--- config.mk ---
export PLATFORM = sky130hd
export DESIGN_NAME = axi_config_wr_burst
export DESIGN_NICKNAME = d
export VERILOG_FILES = /design/src/rtl/axi_config_pkg.sv /design/src/rtl/axi_burst_addr_gen.sv /design/src/rtl/axi_config_wr_burst.sv
export SDC_FILE = /design/constraint.sdc
export NUM_CORES = 1
export LEC_CHECK = 0
export ABC_AREA = 1
export BUFFER_PORTS_ARGS = -buffer_cell sky130_fd_sc_hd__buf_2
export CAP_MARGIN = 15
export CORE_MARGIN = 2
export CORE_UTILIZATION = 40
export CTS_BUF_LIST = sky130_fd_sc_hd__clkbuf_8 sky130_fd_sc_hd__clkbuf_16
export CTS_CLUSTER_DIAMETER = 200
export DETAILED_ROUTE_END_ITERATION = 7
export PLACE_DENSITY_LB_ADDON = 0.08
export RECOVER_POWER = 100
export SLEW_MARGIN = 15
export SYNTH_ARGS = -nofsm -noshare
export SYNTH_HDL_FRONTEND = slang
export SYNTH_HIERARCHICAL = 1
export SYNTH_SLANG_ARGS = --single-unit
export TNS_END_PERCENT = 1
--- constraint.sdc ---
create_clock -name clk -period 6.8 [get_ports clk]
set_clock_uncertainty 0.15 [all_clocks]
set_input_delay 1.02 -clock clk [delete_from_list [all_inputs] [get_ports clk]]
set_output_delay 1.02 -clock clk [all_outputs]
set_load 0.01 [all_outputs]
--- src/rtl/axi_config_pkg.sv ---
// Shared constants and helpers for the AXI4 burst-to-register write path.
// Burst/response encodings, FSM state type and WRAP length validation.
package axi_config_pkg;

  localparam logic [1:0] BURST_FIXED = 2'd0;
  localparam logic [1:0] BURST_INCR  = 2'd1;
  localparam logic [1:0] BURST_WRAP  = 2'd2;
  localparam logic [1:0] BURST_RSVD  = 2'd3;

  localparam logic [1:0] RESP_OKAY   = 2'd0;
  localparam logic [1:0] RESP_SLVERR = 2'd2;
  localparam logic [1:0] RESP_DECERR = 2'd3;

  typedef enum logic [1:0] {
    ST_IDLE = 2'd0,
    ST_DATA = 2'd1,
    ST_RESP = 2'd2
  } state_t;

  // WRAP bursts are only legal with 2, 4, 8 or 16 beats.
  function automatic logic wrap_len_ok(input logic [7:0] len);
    return (len == 8'd1) || (len == 8'd3) || (len == 8'd7) || (len == 8'd15);
  endfunction

  function automatic logic [1:0] resp_code(input logic dec_err, input logic slv_err);
    if (dec_err) begin
      return RESP_DECERR;
    end
    if (slv_err) begin
      return RESP_SLVERR;
    end
    return RESP_OKAY;
  endfunction

endpackage

--- src/rtl/axi_burst_addr_gen.sv ---
// Combinational next-beat address for AXI4 FIXED / INCR / WRAP bursts.
// Illegal WRAP lengths fall back to INCR stepping; the error is flagged elsewhere.
module axi_burst_addr_gen
  import axi_config_pkg::*;
#(
  parameter int ADDR_WIDTH = 32
) (
  input  logic [ADDR_WIDTH-1:0] addr,
  input  logic [7:0]            len,
  input  logic [2:0]            size,
  input  logic [1:0]            burst,
  output logic [ADDR_WIDTH-1:0] next_addr
);

  logic [ADDR_WIDTH-1:0] step;
  logic [ADDR_WIDTH-1:0] size_mask;
  logic [ADDR_WIDTH-1:0] incr_addr;
  logic [ADDR_WIDTH-1:0] wrap_mask;
  logic [ADDR_WIDTH-1:0] wrap_addr;

  always_comb begin
    step      = ADDR_WIDTH'(1) << size;
    size_mask = step - ADDR_WIDTH'(1);
    // Aligning before the add makes every beat after an unaligned first beat size-aligned.
    incr_addr = (addr & ~size_mask) + step;
    wrap_mask = ((ADDR_WIDTH'(len) + ADDR_WIDTH'(1)) << size) - ADDR_WIDTH'(1);
    wrap_addr = (addr & ~wrap_mask) | (incr_addr & wrap_mask);

    case (burst)
      BURST_FIXED: next_addr = addr;
      BURST_WRAP:  next_addr = wrap_len_ok(len) ? wrap_addr : incr_addr;
      default:     next_addr = incr_addr;
    endcase
  end

endmodule

--- src/rtl/axi_config_wr_burst.sv ---
// AXI4 write slave that turns bursts into a single-beat register write stream.
// Optional address window decode enabled by defining AXI_CONFIG_WR_RANGE_CHECK_EN.
module axi_config_wr_burst
  import axi_config_pkg::*;
#(
  parameter int                    ADDR_WIDTH = 32,
  parameter int                    DATA_WIDTH = 32,
  parameter int                    STRB_WIDTH = DATA_WIDTH / 8,
  parameter int                    ID_WIDTH   = 8,
  parameter logic [ADDR_WIDTH-1:0] BASE_ADDR  = '0,
  parameter int unsigned           ADDR_SPAN  = 4096
) (
  input  logic                  clk,
  input  logic                  rst,

  input  logic [ID_WIDTH-1:0]   s_axi_awid,
  input  logic [ADDR_WIDTH-1:0] s_axi_awaddr,
  input  logic [7:0]            s_axi_awlen,
  input  logic [2:0]            s_axi_awsize,
  input  logic [1:0]            s_axi_awburst,
  input  logic                  s_axi_awlock,
  input  logic [3:0]            s_axi_awcache,
  input  logic [2:0]            s_axi_awprot,
  input  logic [3:0]            s_axi_awqos,
  input  logic [3:0]            s_axi_awregion,
  input  logic                  s_axi_awvalid,
  output logic                  s_axi_awready,

  input  logic [DATA_WIDTH-1:0] s_axi_wdata,
  input  logic [STRB_WIDTH-1:0] s_axi_wstrb,
  input  logic                  s_axi_wlast,
  input  logic                  s_axi_wvalid,
  output logic                  s_axi_wready,

  output logic [ID_WIDTH-1:0]   s_axi_bid,
  output logic [1:0]            s_axi_bresp,
  output logic                  s_axi_bvalid,
  input  logic                  s_axi_bready,

  output logic                  wr,
  input  logic                  wr_ready,
  output logic [ADDR_WIDTH-1:0] waddr,
  output logic [DATA_WIDTH-1:0] wdata,
  output logic [STRB_WIDTH-1:0] wstrb
);

  localparam logic [2:0] SIZE_MAX = 3'($clog2(STRB_WIDTH));

  state_t                state_reg, state_next;

  logic                  awready_reg;
  logic [ID_WIDTH-1:0]   id_reg;
  logic [ADDR_WIDTH-1:0] addr_reg;
  logic [7:0]            len_reg;
  logic [2:0]            size_reg;
  logic [1:0]            burst_reg;
  logic [7:0]            beat_cnt_reg;
  logic                  size_err_reg;
  logic                  slv_err_reg;
  logic                  dec_err_reg;

  logic                  wr_reg;
  logic [ADDR_WIDTH-1:0] waddr_reg;
  logic [DATA_WIDTH-1:0] wdata_reg;
  logic [STRB_WIDTH-1:0] wstrb_reg;

  logic                  aw_hs, w_hs, b_hs;
  logic                  wready_int, bvalid_int;
  logic                  last_beat;
  logic [ADDR_WIDTH-1:0] next_addr;
  logic                  range_miss;
  logic                  beat_suppress;
  logic                  wlast_err;
  logic                  aw_size_err, aw_unaligned, aw_burst_err;

  axi_burst_addr_gen #(
    .ADDR_WIDTH (ADDR_WIDTH)
  ) u_addr_gen (
    .addr      (addr_reg),
    .len       (len_reg),
    .size      (size_reg),
    .burst     (burst_reg),
    .next_addr (next_addr)
  );

  // Burst-level errors are decided once, from the AW beat.
  assign aw_size_err  = s_axi_awsize > SIZE_MAX;
  assign aw_unaligned = (s_axi_awaddr & ((ADDR_WIDTH'(1) << s_axi_awsize) - ADDR_WIDTH'(1))) != '0;
  assign aw_burst_err = (s_axi_awburst == BURST_RSVD) ||
                        ((s_axi_awburst == BURST_WRAP) && (!wrap_len_ok(s_axi_awlen) || aw_unaligned));

  assign last_beat     = beat_cnt_reg == len_reg;
  assign wlast_err     = s_axi_wlast != last_beat;
  assign beat_suppress = size_err_reg || range_miss;

`ifdef AXI_CONFIG_WR_RANGE_CHECK_EN
  logic [ADDR_WIDTH-1:0] window_offset;

  assign window_offset = addr_reg - BASE_ADDR;
  assign range_miss    = (addr_reg < BASE_ADDR) || (64'(window_offset) >= 64'(ADDR_SPAN));
`else
  logic unused_window;

  assign range_miss    = 1'b0;
  assign unused_window = ^{BASE_ADDR, ADDR_SPAN};
`endif

  logic unused_aw_attr;
  assign unused_aw_attr = ^{s_axi_awlock, s_axi_awcache, s_axi_awprot, s_axi_awqos, s_axi_awregion};

  always_ff @(posedge clk or posedge rst) begin
    if (rst) begin
      state_reg <= ST_IDLE;
    end else begin
      state_reg <= state_next;
    end
  end

  always_comb begin
    state_next = state_reg;
    aw_hs      = 1'b0;
    w_hs       = 1'b0;
    b_hs       = 1'b0;
    wready_int = 1'b0;
    bvalid_int = 1'b0;
    case (state_reg)
      ST_IDLE: begin
        aw_hs = awready_reg && s_axi_awvalid;
        if (aw_hs) begin
          state_next = ST_DATA;
        end
      end
      ST_DATA: begin
        wready_int = !wr_reg || wr_ready;
        w_hs       = wready_int && s_axi_wvalid;
        if (w_hs && last_beat) begin
          state_next = ST_RESP;
        end
      end
      ST_RESP: begin
        // The response waits until the final beat has left the output register.
        bvalid_int = !wr_reg;
        b_hs       = bvalid_int && s_axi_bready;
        if (b_hs) begin
          state_next = ST_IDLE;
        end
      end
      default: state_next = ST_IDLE;
    endcase
  end

  always_ff @(posedge clk or posedge rst) begin
    if (rst) begin
      awready_reg  <= 1'b0;
      id_reg       <= '0;
      addr_reg     <= '0;
      len_reg      <= '0;
      size_reg     <= '0;
      burst_reg    <= '0;
      beat_cnt_reg <= '0;
      size_err_reg <= 1'b0;
      slv_err_reg  <= 1'b0;
      dec_err_reg  <= 1'b0;
      wr_reg       <= 1'b0;
      waddr_reg    <= '0;
      wdata_reg    <= '0;
      wstrb_reg    <= '0;
    end else begin
      awready_reg <= state_next == ST_IDLE;

      if (aw_hs) begin
        id_reg       <= s_axi_awid;
        addr_reg     <= s_axi_awaddr;
        len_reg      <= s_axi_awlen;
        size_reg     <= s_axi_awsize;
        burst_reg    <= s_axi_awburst;
        beat_cnt_reg <= '0;
        size_err_reg <= aw_size_err;
        slv_err_reg  <= aw_size_err || aw_burst_err;
        dec_err_reg  <= 1'b0;
      end

      if (w_hs) begin
        waddr_reg    <= addr_reg;
        wdata_reg    <= s_axi_wdata;
        wstrb_reg    <= s_axi_wstrb;
        wr_reg       <= !beat_suppress;
        addr_reg     <= next_addr;
        beat_cnt_reg <= beat_cnt_reg + 8'd1;
        if (wlast_err) begin
          slv_err_reg <= 1'b1;
        end
        if (range_miss) begin
          dec_err_reg <= 1'b1;
        end
      end else if (wr_reg && wr_ready) begin
        wr_reg <= 1'b0;
      end
    end
  end

  assign s_axi_awready = awready_reg;
  assign s_axi_wready  = wready_int;
  assign s_axi_bvalid  = bvalid_int;
  assign s_axi_bid     = id_reg;
  assign s_axi_bresp   = resp_code(dec_err_reg, slv_err_reg);

  assign wr    = wr_reg;
  assign waddr = waddr_reg;
  assign wdata = wdata_reg;
  assign wstrb = wstrb_reg;

endmodule

## Word-level counts from Yosys, hierarchy flattened

Index checks and enable logic that the tools add are counted.
W data, S select, Z words.

| cells by class | value |
|---|---|
| mux-type cells | 22 |
| add/subtract/negate cells | 6 |
| shift-type cells | 3 |
| bitwise gates (word level) | 7 |
| reduce and logical (&&, ||, !) cells | 26 |
| equality and inequality tests | 16 |
| $lt $le $gt $ge | 1 |

Operators with widths:

| operator | number |
|---|---|
| $and A32 B32 Y32 | 4 |
| $mux W32 | 3 |
| $sub A32 B1 Y32 const B | 3 |
| $not A32 Y32 | 2 |
| $pmux W32 S2 | 1 |
| $shl A1 B3 Y32 const A | 2 |
| $add A32 B32 Y32 | 1 |
| $or A32 B32 Y32 | 1 |
| $reduce_bool A32 Y1 | 1 |
| $shl A32 B3 Y32 | 1 |
| $eq A8 B1 Y1 const B | 2 |
| $eq A8 B2 Y1 const B | 2 |
| $eq A8 B3 Y1 const B | 2 |
| $eq A8 B4 Y1 const B | 2 |
| $mux W8 | 2 |
| $logic_or A1 B1 Y1 | 10 |
| $mux W1 | 10 |
| $mux W2 | 5 |
| $add A8 B1 Y9 const B | 1 |
| $add A8 B1 Y8 const B | 1 |
| $eq A2 B2 Y1 const B | 4 |
| $eq A8 B8 Y1 | 1 |
| $logic_and A1 B1 Y1 | 6 |
| $logic_not A2 Y1 | 3 |
| other kinds (8) | 11 |

| word-level totals | value |
|---|---|
| output and inout bits | 82 |
| flip-flop bits (word level) | 135 |

## Depth between registers and ports, before layout

Gate-level depths: netlist of run 1.

| depth | value |
|---|---|
| depth after elaboration | 12 |
| gate-level depth with buffers | 22 |
| depth with buffers taken out | 22 |

## By module

The synthesis of run 1 kept the hierarchy.

Modules (own cells, without submodules):

| module | seq. area each (um^2) | area an instance (um^2) | instances | cells each |
|---|---|---|---|---|
| axi_config_wr_burst | 3378.2 | 5644.2 | 1 | 628 |
| axi_burst_addr_gen | 0.0 | 3412.0 | 1 | 650 |

## Worst setup path after synthesis of run 1

No wires, ideal clock.

| path | value |
|---|---|
| kind | register to register |
| start point | reg len_reg[0] |
| end point | reg addr_reg[15] |
| clock period less this slack | 2.905 ns |
| library setup time | 0.130 ns |
| buffers on the path | 0 |
| required time | 6.520 ns |
| stages on the path, launching flop included | 21 |
| arrival | 2.624 ns |
| setup slack | 3.895 ns |
| cells stage by stage | dfrtp_1 ha_1 nand2_2 clkinv_2 nand3_1 nand3_1 nand3_1 nand3_2 nand2_4 nand2_2 nor2_8 nand2_1 nor3_1 ha_1 inv_1 nor3_1 o21ai_0 o211ai_1 nand2_1 a22oi_1 o21ai_0 |

| on the way | value |
|---|---|
| word-level cells in the longest chain between the ends | 9 |
| elaborated cells between the ends (all ways) | 17 |
| those cells by class | add/sub: 2; eq/ne: 4; shift: 1; mux: 3; bitwise: 4; reduce/logical: 3 |

RTL lines:

| item | RTL line | RTL |
|---|---|---|
| from (decl) | axi_config_wr_burst.sv:54 | `logic [7:0] len_reg;` |
| from (signal assigned) | axi_config_wr_burst.sv:174 | `len_reg <= s_axi_awlen;` |
| $add A8 B1 Y9 | axi_burst_addr_gen.sv:26 | `wrap_mask = ((ADDR_WIDTH'(len) + ADDR_WIDTH'(1)) << size) - ADDR_WIDTH'(1);` |
| $shl A32 B3 Y32 | axi_burst_addr_gen.sv:26 |  |
| $sub A32 B1 Y32 | axi_burst_addr_gen.sv:26 |  |
| $not A32 Y32 | axi_burst_addr_gen.sv:27 | `wrap_addr = (addr & ~wrap_mask) \| (incr_addr & wrap_mask);` |
| $and A32 B32 Y32 | axi_burst_addr_gen.sv:27 |  |
| $or A32 B32 Y32 | axi_burst_addr_gen.sv:27 |  |
| $mux W32 * | axi_burst_addr_gen.sv:31 | `BURST_WRAP: next_addr = wrap_len_ok(len) ? wrap_addr : incr_addr;` |
| $pmux W32 S2 * | axi_burst_addr_gen.sv:29 | `case (burst)` |
| via next_addr[15] | axi_config_wr_burst.sv:70 | `logic [ADDR_WIDTH-1:0] next_addr;` |
| $mux W32 * | axi_config_wr_burst.sv:183 | `if (w_hs) begin` |
| to (signal assigned) | axi_config_wr_burst.sv:173 | `addr_reg <= s_axi_awaddr;` |
| to (signal assigned) | axi_config_wr_burst.sv:188 | `addr_reg <= next_addr;` |
| to (decl) | axi_config_wr_burst.sv:53 | `logic [ADDR_WIDTH-1:0] addr_reg;` |

Mark *: on every way through the listed nets, which the timed path passes. The rest lies on a longest branch.
A chain may end at the register's enable or synchronous reset.

## Final worst setup path of run 1

| path | value |
|---|---|
| start point | in wr_ready |
| end point | reg beat_cnt_reg[3] |

| on the way | value |
|---|---|
| word-level cells in the longest chain between the ends | 4 |
| elaborated cells between the ends (all ways) | 5 |
| those cells by class | mux: 2; reduce/logical: 3 |

RTL lines:

| item | RTL line | RTL |
|---|---|---|
| from (decl) | axi_config_wr_burst.sv:41 | `input logic wr_ready,` |
| $logic_or A1 B1 Y1 * | axi_config_wr_burst.sv:134 | `wready_int = !wr_reg \|\| wr_ready;` |
| $logic_and A1 B1 Y1 * | axi_config_wr_burst.sv:135 | `w_hs = wready_int && s_axi_wvalid;` |
| $mux W1 * | axi_config_wr_burst.sv:126 | `case (state_reg)` |
| $mux W8 / $reduce_bool A2 Y1 (equally long branches) | -- |  |
| to (signal assigned) | axi_config_wr_burst.sv:189 | `beat_cnt_reg <= beat_cnt_reg + 8'd1;` |
| to (decl) | axi_config_wr_burst.sv:57 | `logic [7:0] beat_cnt_reg;` |

Every way passes the cells marked *; elsewhere a longest branch is shown, timed or not.

==> results of run 1 <==
==> cell type report <==
class / instances / area, um2
antenna: 1 / 2.502
clock inverter: 15 / 158.9
timing repair buffer: 182 / 813.3
multi-input combinational: 934 / 4750
sequential: 135 / 3378
tap: 285 / 356.6
clock buffer: 17 / 425.4
fill: 2356 / 11940
inverter: 159 / 611.8
==> metrics by stage <==
step                worst slack [ns]  total power [W]  hold slack (ns)    util  cell area [um2]
floorplan                      2.019         0.003237           0.2901       -             9056
global placement               3.155         0.003890           0.3066  0.4477            10040
detailed placement             3.128         0.003911           0.3093  0.4477            10040
CTS                            3.115         0.004872           0.3295  0.4738            10630
global route                   1.594         0.005232           0.3470  0.4678            10490
finish                         2.169         0.004789           0.3268  0.4679            10500
==> report_power, final <==
| group | total [W] | internal, W | switching [W] |
|---|---|---|---|
| registers | 0.00152 | 0.00113 | 0.000384 |
| clock network | 0.000933 | 0.000491 | 0.000442 |
| logic | 0.00234 | 0.000775 | 0.00156 |
==> worst reg2reg max path: stages (launching register included) <==
cell	delay [ns]
sky130_fd_sc_hd__dfrtp_1	0.43
sky130_fd_sc_hd__nand2_1	0.12
sky130_fd_sc_hd__nand3_1	1.42
sky130_fd_sc_hd__clkbuf_1	1.69
sky130_fd_sc_hd__o22ai_1	0.32
==> cell usage after synthesis (all sizes together), types with 2 or more instances <==
library cell	instances
nand4	12
o21bai	3
dfrtp	135
nand2	480
o21ai	100
ha	8
o221ai	6
clkinv	2
nor2	74
inv	157
xnor2	9
o22ai	16
or2	4
o211ai	7
a31oi	2
clkbuf	12
nand3b	2
nor4	7
nor3	17
buf	38
xor2	16
nand3	122
a21oi	18
a22oi	25
==> logic make-up (layout without fill, tap and decap cells) <==
| group | count (synthesis) | in the layout | synth area share |
|---|---|---|---|
| AO/OA/AOI/OAI | 181 | 181 | 0.1195 |
| XOR/XNOR | 25 | 25 | 0.02418 |
| adder cells (fa/ha/maj) | 8 | 8 | 0.01105 |
| buffers and inverters | 209 | 373 | 0.1015 |
| flip-flops | 135 | 135 | 0.3730 |
| other | 1 | 2 | 0.0004141 |
| AND/OR/NAND/NOR | 719 | 719 | 0.3703 |
==> layer usage <==
metal  global-route usage  vias up  part of all wire
met5                    0        -                 0
met4              0.06481        0             0.016
met3              0.05212       28             0.074
met2               0.3627      283              0.43
met1               0.3376     4035              0.48
li1                     -     4418                 -
==> layout by cell type, fill, tap and decap left out, drive strengths merged <==
| cell type | count |
|---|---|
| clkinv | 8 |
| ha | 8 |
| o21bai | 3 |
| conb | 1 |
| xor2 | 16 |
| clkinvlp | 2 |
| nand4 | 12 |
| a32o | 1 |
| and3 | 1 |
| inv | 164 |
| a21oi | 18 |
| nor3 | 17 |
| nand2 | 480 |
| buf | 97 |
| xnor2 | 9 |
| o211ai | 7 |
| a22o | 1 |
| dfrtp | 135 |
| or2 | 4 |
| clkbuf | 102 |
| diode | 1 |
| o22ai | 16 |
| a21boi | 1 |
| nor2 | 74 |
| a31oi | 2 |
| a22oi | 25 |
| nand3 | 122 |
| o21ai | 100 |
| a21o | 1 |
| o221ai | 6 |
| nor4 | 7 |
| nand3b | 2 |
==> worst max-delay path by stage <==
stage,depth (start not counted),end,slack (ns)
2_1_floorplan,1,addr_reg[0],2.02
3_3_place_gp,17,addr_reg[24],3.15
3_5_place_dp,17,addr_reg[24],3.13
4_1_cts,17,addr_reg[24],3.11
5_1_grt,6,waddr[13],1.59
6_report,6,beat_cnt_reg[3],2.17
==> results, run 1 <==
- The type of origin of the critical path is a primary input.
- The final max-slew violation count is 285.
- After clock tree synthesis, the clock-pin slew on the worst setup and hold paths is 0.07 ns.
- The required time of the critical path is between 6 and 7 ns.
- Entering global routing, the biggest net connects between 80 and 90 pins.
- The final setup violation count is 0.
- The worst hold endpoint is waddr[6].
- The H-tree generated during clock tree synthesis spans 4 levels.
- The count of cells along the worst hold path is 2.
- The most critical setup path has its startpoint at wr_ready.
- The total global routing overflow is 0.
- The finished layout holds ~1700 standard cells, fillers aside.
- The portion of the clock cycle consumed by the worst path in the final layout is 0.6810.
- The wire length reported by the detailed router is 27.06 mm.
- The highest achievable clock rate is 215.9 MHz.
- The final layout contains 1549 nets.
- Summed over all cells, the static leakage comes to 5.228 nW.
- The die covers 23860 um2.
- Of the post-synthesis cell area, the dominant cell type holds 0.3730.
- The critical path's slowest cell is sky130_fd_sc_hd__clkbuf_1.
- The initial utilization of the core area, before any placement, comes to 0.4037.
- The path class of the tightest hold or removal check is flip-flop to flip-flop.
- On the critical path the largest part of the delay comes from buffers and inverters.
- STA classifies the critical path endpoint as a flip-flop.
- The clock sink total is 135.
- The routed length per instance is 15.66 um.
- The later pin in the worst-skew pair is clocked with a latency of 0.44 ns.
- The number of enable-type register cells in the synthesized netlist is 0.
- The depth of the worst register-to-register path is 4.
- The signal on the critical path passes through buf_2 > inv_1 > nand2_1 > nand3_1 > clkbuf_1 > o22ai_1.
- In this run the standard cell core region covers 22430 um2.
- The die is 154.5 um tall.
- VDD sags by at most roughly 190 uV.
- The path type of the worst setup path is primary input to flip-flop.
- The setup slack on the worst flop-to-flop path is 2.45 ns.
- The gate count of the mapped netlist is 1278.
- The critical path contains buffers and inverters numbering 3 combined.
- The number of hold buffers added after cts is 0.
- At the end of routability-driven placement, the weighted congestion stood at 0.8566.
- The final count of hold timing violations is 0.
- The post-cts sizing count is 0.
- For this run, the detailed router's first-pass iteration total came to 5.
- The initial antenna violation count came to 0.
- Setup repair after global routing left no endpoint under its margin.
- The run finished, with violations left.
- The launch point of the worst hold path is waddr[6].
- The destination of the worst register-to-register timing path is beat_cnt_reg[3].
- Dividing total power by cell area gives a power density of 456.3 nW/um2.
- The checks that failed: capacitance limit, slew limit.
- Compared with the post-synthesis result, the final layout area differs by 15.90%.
- In this run the horizontal extent of the chip is 154.5 um.
- In the final timing run, aggregate negative setup slack is 0 ns.
- Summing over every cut layer, the via total after detailed routing is 8764.
- Including well taps, the total number of placed cells is 1695.
- The first global-routing pass estimated 44.66 mm of wire.
- Using the TritonRoute via totals, the vias-per-cell ratio works out to roughly 5.
- TritonCTS built the clock tree.
- The number of buffers inserted during clock tree synthesis is 17.
- After clock tree synthesis, the setup repair step added 0 buffers.
- Across the run, the number of max-cap violations was 5.
- For this run, the number of Yosys warnings is 6.
- The post-synthesis sequential element count is 135.
- The minimum clock period after layout is 4.631 ns.
- Row generation in the floorplan step produced 55 rows.
- The async set or reset register ratio after synthesis is 1.000.
- For this run, the slowest stage of the critical path takes 1.68 ns.
- In this run, the number of DRC markers left after iteration 0 of detailed routing was around 700.
- The number of global-route vias before repair came to between 8000 and 9000.
- At the pin with the least slew margin, the transition time is about 3.1 ns.
- The synthesized area divided by synthesized cell count is 7.086 um2.
- The post-detailed-route DRC marker count is 0.
- During placement, the flow inserted port buffers numbering 176.
- Yosys attributes the largest share of cell area to sky130_fd_sc_hd__dfrtp_1 37%, sky130_fd_sc_hd__nand2_1 18%, sky130_fd_sc_hd__inv_1 6.1%.
- The worst register-to-register path begins at wr.
- The worst relative slew slack is -1.099.
- The maximum clock insertion buffer count is 2.
- The largest fanout on the critical path is 60.
- Synthesis produced a netlist with a net count of 1398.
- 194 I/O pins were placed.
- The HPWL reported at the end of detailed placement is 19.37 mm.
- The primary flip-flop cell chosen by synthesis mapping is sky130_fd_sc_hd__dfrtp_1.
- The arrival time at the worst endpoint is between 4 and 5 ns.
- Of the cells placed in the final design, the portion with a size suffix greater than 1 is 0.1595.
- The sequential share of the synthesized area is 0.3730.
- The number of distinct library cell variants in the gate-level netlist after synthesis is 50.
- Of all cell types, the one taking the most synthesized area is sky130_fd_sc_hd__dfrtp_1.
- Across every metal layer, demand over resource in global routing totals 0.2364.
- Clock tree synthesis selected as its root buffer the cell sky130_fd_sc_hd__clkbuf_16.
- The synthesized area is roughly 9100 um2.
- The count of nets left with antenna violations once routing finished came out at 0.
No activity file was read; power rests on OpenSTA's default activity.
==> run 2, diff against run 1 <==
clock period = 4.3 ns   (was 6.8 ns; I/O delays follow)
==> run 2 against run 1 <==
Effect of this change:
- the flow still finishes with violations (capacitance limit, slew limit)
- core utilization rose by 0.061 points
- global-route usage fell by 0.091 points
- final cell count increased by 0.23%
- critical path depth up 9
- die area did not move
- sequential power up 57%
- combinational power increased by 58%
- worst setup slack worse by 1.5 ns
- highest routed layer is now met5
- total power up 58%
- critical endpoint is now addr_reg[29]
- routed wire length down 0.39%
- sequential share of layout area barely moved
==> results, run 2 (synthesized netlist as in run 1, its figures left out) <==
- The run finished, with violations left.
- The checks that failed: capacitance limit, slew limit.
- The routed design has between 20 and 30 mm of wire.
- The type of the worst min-delay path is primary input to async pin.
- The count of input and output buffers is 176.
- IR analysis of the VDD net gives a maximum drop of 275.1 uV.
- The area of the placeable core is about 22000 um2.
- a little under 200 I/O pins were placed.
- The number of hold buffers added after CTS was 0.
- In this run the remaining antenna-violating nets after routing total 0.
- The die covers 23860 um2.
- The total via count after detailed routing is 8706.
- OpenSTA, run right after detailed placement, puts the worst setup slack at ~0.94 ns.
- The area overhead of the layout relative to synthesis is 16.05%.
- The final net count is 1554.
- The reg-to-reg startpoint is size_reg[1].
- The final setup violation count is 0.
- The internal power of the cells is 0.003846 W.
- Across all hold checks on the routed design, the worst slack comes to about 0.057 ns.
- Leaving out fill and tap cells, the most frequent cells in the layout are 451 x sky130_fd_sc_hd__nand2_1, 149 x sky130_fd_sc_hd__inv_1, 135 x sky130_fd_sc_hd__dfrtp_1.
- The initial antenna violation count is 1.
- Counting every sink on the clock net gives 135.
- The count of buffers added by post-CTS timing repair for setup is 0.
- The CTS tree is done.
- The first global-routing pass estimated approximately 45 mm of wire.
- Counting the buffers created by CTS gives 17.
- The initial core utilization is 0.4037.
- In this run the critical register-to-register path is captured at addr_reg[29].
- The iteration count of the initial detailed-routing pass is 7.
- Using the TritonRoute via totals, the vias-per-cell ratio works out to 5.027.
- The nature of the critical path endpoint is a flip-flop.
- The largest net degree at the start of global routing is 89.
- Across every metal layer, demand over resource in global routing totals 0.2355.
- The post-detailed-route DRC marker count is 0.
- The minimum clock period after layout is 3.604 ns.
- The post-CTS clock slew at the launch and capture registers of the worst setup and hold paths is 0.07 ns.
- In the final timing run, aggregate negative setup slack is 0 ns.
- The layer flagged by global routing as most heavily used is met2.
- Routability-driven placement finished with a final weighted congestion of 0.8517.
- In this run, the number of DRC markers left after iteration 0 of detailed routing was between 600 and 700.
- In this run the register-to-register setup slack is 0.70 ns.
- The switching part of the total is 0.4908.
- The arrival time at the worst endpoint is 3.70 ns.
- The highest achievable clock rate is 277.5 MHz.
- The number of global-route vias before repair is roughly 8600.
- After floorplanning, the core was divided into 55 placement rows.
- The required time of the critical path is 4.40 ns.
- Of the total power, combinational logic draws 0.490.
- The worst setup path is of the flip-flop to flip-flop kind.
- The max-capacitance violation count is 5.
- Leaving out fill and tap cells, the most frequent cell in the layout is sky130_fd_sc_hd__nand2_1.
- Of the available clock period, the critical path in the final layout requires 0.8381.
- For the pin with the worst max-slew slack, the measured transition is 2.608 ns.
- Leaving out filler cells and counting taps, the final layout contains 1732.
- The switching power total is 0.003707 W.
- The cell leakage power is 5.254 nW.
- The number of levels in the clock H-tree is 4.
- The fraction of layout instances using a drive strength above 1 is 0.1562.
- The share of total power dissipated in sequential elements is 0.315.
- Headroom to the max-slew limit came out at -0.7383.
- The post-cts sizing count is 0.
- The HPWL after detailed placement is 19.74 mm.
- The type of origin of the critical path is a flip-flop.
- Counting cells, the worst reg-to-reg path comes to 15.
- The number of placed instances, taps included, is 1700.
- For this run, global-route usage on met3 was measured as 0.05968.
- The floorplan step set the die height to 154.5 um.
- The final count of hold timing violations is 0.
- The maximum clock insertion buffer count is 2.
- Dividing the detail-routed wire length by the instance count gives 15.56 um.
- The share of total power dissipated in the clock network is 0.194.
- For this run, global-route usage on met1 was measured as 0.3311.
- In this run the worst path has a maximum fanout of 16.
- The ratio of total power to cell area is a little over 700 nW/um2.
- The horizontal extent of the die is 154.5 um.
- The count of antenna diodes in the layout is 0.
- The cell at the root of the clock tree is sky130_fd_sc_hd__clkbuf_16.
- Setup repair after global routing left no endpoint under its margin.
- The later pin in the worst-skew pair is clocked with a latency of 0.42 ns.
- The final max-slew violation count is 301.
- The total global routing overflow is 0.
- Once routing completed, OpenROAD measured the worst setup slack at around 0.70 ns.
- The met2 global-route usage is 0.3599.
run 2: power groups by stage:
stage / Sequential, W / Clock, W / Combinational [W]
after global placement: 0.00238 / 0 / 0.00377
after floorplan: 0.00233 / 0 / 0.00279
after detailed placement: 0.00238 / 0 / 0.00382
after CTS: 0.00238 / 0.00150 / 0.00384
after global routing: 0.00248 / 0.00156 / 0.00423
final: 0.00238 / 0.00147 / 0.00370
run 2: through the flow:
| stage | cell area, um2 | total power (W) | util |
|---|---|---|---|
| after global routing | 10510 | 0.008275 | 0.4685 |
| final | 10510 | 0.007552 | 0.4685 |
| after global placement | 10100 | 0.006159 | 0.4504 |
| after detailed placement | 10100 | 0.006201 | 0.4504 |
| after CTS | 10680 | 0.007715 | 0.4761 |
| after floorplan | 9060 | 0.005119 | - |
run 2: worst max-delay path by stage:
stage / depth (start not counted) / to / start
floorplan: 20 / addr_reg[15] / len_reg[0]
detailed placement: 21 / addr_reg[15] / len_reg[0]
finish: 15 / addr_reg[29] / size_reg[1]
CTS: 21 / addr_reg[15] / len_reg[0]
global placement: 21 / addr_reg[15] / len_reg[0]
global route: 18 / addr_reg[20] / size_reg[1]
run 2: metal layers:
metal  up-vias  part of all wire
met4         2             0.020
met2       273              0.43
met5         -           0.00026
li1       4411                 -
met3        36             0.077
met1      3984              0.47
run 2: layout make-up:
class	instances	area [um2]
fillers	2455	11920
multi-input cells	934	4731
flip-flops and latches	135	3378
repair buffers	187	854.6
inverters	159	611.8
clock buffers	18	439.2
well taps	285	356.6
clock inverters	14	138.9
run 2: worst max-delay path: stages (launching register included):
cell                      delay (ns)
sky130_fd_sc_hd__dfrtp_1        0.68
sky130_fd_sc_hd__inv_1          0.40
sky130_fd_sc_hd__nand2_1        0.20
sky130_fd_sc_hd__nor2_1         0.07
sky130_fd_sc_hd__ha_1           0.31
sky130_fd_sc_hd__inv_1          0.09
sky130_fd_sc_hd__nor2_1         0.16
sky130_fd_sc_hd__nand3_1        0.11
sky130_fd_sc_hd__o21ai_0        0.55
sky130_fd_sc_hd__nand3_1        0.13
sky130_fd_sc_hd__nand2_1        0.12
sky130_fd_sc_hd__nand2_1        0.05
sky130_fd_sc_hd__nand3_1        0.08
sky130_fd_sc_hd__nand2_1        0.05
sky130_fd_sc_hd__a22oi_1        0.17
sky130_fd_sc_hd__o21ai_1        0.11
==> run 3, diff against run 2 <==
clock period = 3.5 ns   (was 4.3 ns; I/O delays follow)
==> run 3 against run 2 <==
Effect of this change:
- the flow still finishes with violations (capacitance limit, slew limit)
- routed wire length grew 1.4%
- largest power group unchanged
- register-to-register slack worse by 0.39 ns
- hold slack gained 0.074 ns
- clock power rose by 24%
- global-route usage hardly changed
- critical path type unchanged
==> results, run 3 (synthesized netlist as in run 1, its figures left out) <==
- The detailed router placed 8817 vias in this run.
- The count of antenna diodes in the layout is 0.
- The post-detailed-route DRC marker count is 0.
- Walking the worst path, the cells encountered are inv_1 > ha_1 > inv_1 > o21ai_1 > inv_1 > nand2_1 > ha_1 > nand3_1 > nor2_4 > nand2_4 > nor2_8 > nand3_4 > nand2_4 > nand2_1 > nand3_1 > nand2_1 > a22oi_1 > o21ai_0.
- The number of global-route vias before repair is 8445.
- The tightest hold path in the finished design has a slack of 0.1310 ns.
- STA classifies the critical path endpoint as a flip-flop.
- Routability-driven placement finished with a final weighted congestion of 0.9260.
- The final max-slew violation count is 42.
- The wire length reported by the detailed router is roughly 27 mm.
- The ratio of total power to cell area is 886.0 nW/um2.
- Together, buffers and inverters on the worst path number 3.
- The post-CTS clock slew at the launch and capture registers of the worst setup and hold paths is 0.07 ns.
- The post-route non-filler standard cell count is 1745.
- The die outline area is 23860 um2.
- The first routing iteration left 609 violations.
- The largest stage delay on the critical path is around 0.48 ns.
- Of the total power, combinational logic draws 0.503.
- The type of the worst min-delay path is primary input to flip-flop.
- The required time of the critical path is roughly 3.7 ns.
- The final net count is 1567.
- The run finished, with violations left.
- For this configuration, the core starts out at a cell density of 0.4037.
- TritonCTS built the clock tree.
- In the global route stage, overall resource usage came out at 0.2358.
- Counting I/O delays and the setup requirement, the final critical path takes ~3.2 ns.
- Setup repair after global routing left no endpoint under its margin.
- The HPWL reported at the end of detailed placement is just over 20 mm.
- In this run the vertical extent of the chip is 154.5 um.
- Input and output buffers added on the ports amount to 176.
- Overall power consumption after layout is estimated at 0.009407 W.
- The area of the placeable core is 22430 um2.
- In this run the deepest clock path goes through 2 buffers.
- Relative to the synthesized area, the layout overhead comes to 17.24%.
- The sum of negative setup slack is 0 ns.
- The slew at the pin closest to its max-slew limit is 1.737 ns.
- The final setup violation count is 0.
- Of the total power, the share spent switching nets is 0.4945.
- Across the run, the number of max-cap violations was 2.
- The number of buffers inserted during clock tree synthesis is 17.
- Counting every sink on the clock net gives 135.
- Internal power comes to 0.004755 W.
- Fill cells in the final layout number 2382.
- Entering global routing, the biggest net connects 58 pins.
- The critical path's slowest cell is sky130_fd_sc_hd__dfrtp_1.
- The post-placement cell count is roughly 1700.
- The initial antenna violation count was 1.
- The checks that failed: capacitance limit, slew limit.
- The path type of the worst setup path is flip-flop to flip-flop.
- The leading cell type in the layout, fill and taps excluded is sky130_fd_sc_hd__nand2_1.
- Leaving out fill and tap cells, the most frequent cells in the layout are 448 x sky130_fd_sc_hd__nand2_1, 146 x sky130_fd_sc_hd__inv_1, 134 x sky130_fd_sc_hd__dfrtp_1.
- The routed length per instance is 15.67 um.
- The share of total power dissipated in sequential elements is 0.304.
- Dividing the final minimum period by the clock period gives 0.9133.
- In this run the worst path has a maximum fanout of 10.
- The number of rows in the core area is 55.
- The clock network fraction of total power is 0.193.
- The worst ir drop on vdd is ~360 uV.
- The final worst slack is 0.3035 ns.
- The final count of hold timing violations is 0.
- The switching power total is ~0.0047 W.
- The fraction of layout instances using a drive strength above 1 is 0.1692.
- STA classifies the critical path startpoint as a flip-flop.
- The analysis attributes to cell leakage a power of roughly 5.3 nW.
- The source-to-sink clock delay at the later pin of the worst-skew pair is 0.43 ns.
- The worst relative slew slack is -0.1583.
- After global routing the overflow that remains totals 0.
- The first global-routing pass estimated 44.75 mm of wire.
- The first detailed-routing pass ran for 5 iterations.
- The count of buffers added by post-CTS timing repair for setup is 0.
- In this run the remaining antenna-violating nets after routing total 0.
- The cell at the root of the clock tree is sky130_fd_sc_hd__clkbuf_16.
- STA puts the critical path data arrival time at 3.34 ns.
- Among cell families on the critical path, the largest total delay comes from simple AND/OR/NAND/NOR gates.
- The highest achievable clock rate is 312.8 MHz.
- Pin placement for this block handled 194 I/O pins.
- The number of levels in the clock H-tree is 4.
- The worst-case setup slack after placement is 0.2964 ns.
- The die is around 150 um wide.
- Dividing the detail-routed via count by the number of cells gives 5.053.
==> run 3: per-layer routing <==
layer | routed length (um) | share of wire | track usage
met5 | 7 | 0.00026 | 0
met1 | 13120 | 0.48 | 0.3292
met3 | 1802 | 0.066 | 0.05828
met4 | 261 | 0.0095 | 0.04453
met2 | 12150 | 0.44 | 0.3756
==> run 3: area by class of cell <==
type,instances,area (um2),share of cell area
flip-flops and latches,135,3379,0.3183
multi-input cells,934,4728,0.4453
repair buffers,200,960.9,0.09050
clock inverters,15,155.1,0.01461
clock buffers,17,425.4,0.04007
inverters,159,611.8,0.05762
well taps,285,356.6,0.03358
==> run 3: final timing paths <==
path,startpoint,slack [ns],end,cells after the start
setup / recovery,len_reg[1],0.30,addr_reg[14],18
hold / removal,s_axi_awid[2],0.13,s_axi_bid[2],3
hold reg to reg,beat_suppress,0.33,wr,1
setup reg to reg,len_reg[1],0.30,addr_reg[14],18
max in group asynchronous,rst,0.79,len_reg[0],3
min in group asynchronous,rst,0.26,wstrb[3],2
==> run 3: repair_timing <==
item	in CTS	in global routing
gates resized for setup	0	3
endpoints found under the setup margin	0	1
hold buffers	0	0
==> run 3: stage by stage <==
stage | util | cell area (um2)
3_3_place_gp | 0.4553 | 10210
4_1_cts | 0.4811 | 10790
6_report | 0.4733 | 10620
2_1_floorplan | - | 9060
3_5_place_dp | 0.4553 | 10210
5_1_grt | 0.4733 | 10620
==> run 3: power by group through the flow <==
stage                     clock (W)  sequential [W]  combinational (W)
after floorplan                   0         0.00287            0.00342
after global placement            0         0.00285            0.00482
after detailed placement          0         0.00285            0.00489
after CTS                   0.00185         0.00285            0.00490
after global routing        0.00193         0.00297            0.00539
final                       0.00182         0.00286            0.00474
==> run 3: worst register-to-register path: stages (launching register included) <==
cell,delay [ns]
sky130_fd_sc_hd__dfrtp_1,0.48
sky130_fd_sc_hd__inv_1,0.07
sky130_fd_sc_hd__ha_1,0.28
sky130_fd_sc_hd__inv_1,0.05
sky130_fd_sc_hd__o21ai_1,0.22
sky130_fd_sc_hd__inv_1,0.08
sky130_fd_sc_hd__nand2_1,0.10
sky130_fd_sc_hd__ha_1,0.20
sky130_fd_sc_hd__nand3_1,0.16
sky130_fd_sc_hd__nor2_4,0.18
sky130_fd_sc_hd__nand2_4,0.09
sky130_fd_sc_hd__nor2_8,0.12
sky130_fd_sc_hd__nand3_4,0.19
sky130_fd_sc_hd__nand2_4,0.18
sky130_fd_sc_hd__nand2_1,0.07
sky130_fd_sc_hd__nand3_1,0.06
sky130_fd_sc_hd__nand2_1,0.10
sky130_fd_sc_hd__a22oi_1,0.18
sky130_fd_sc_hd__o21ai_0,0.12
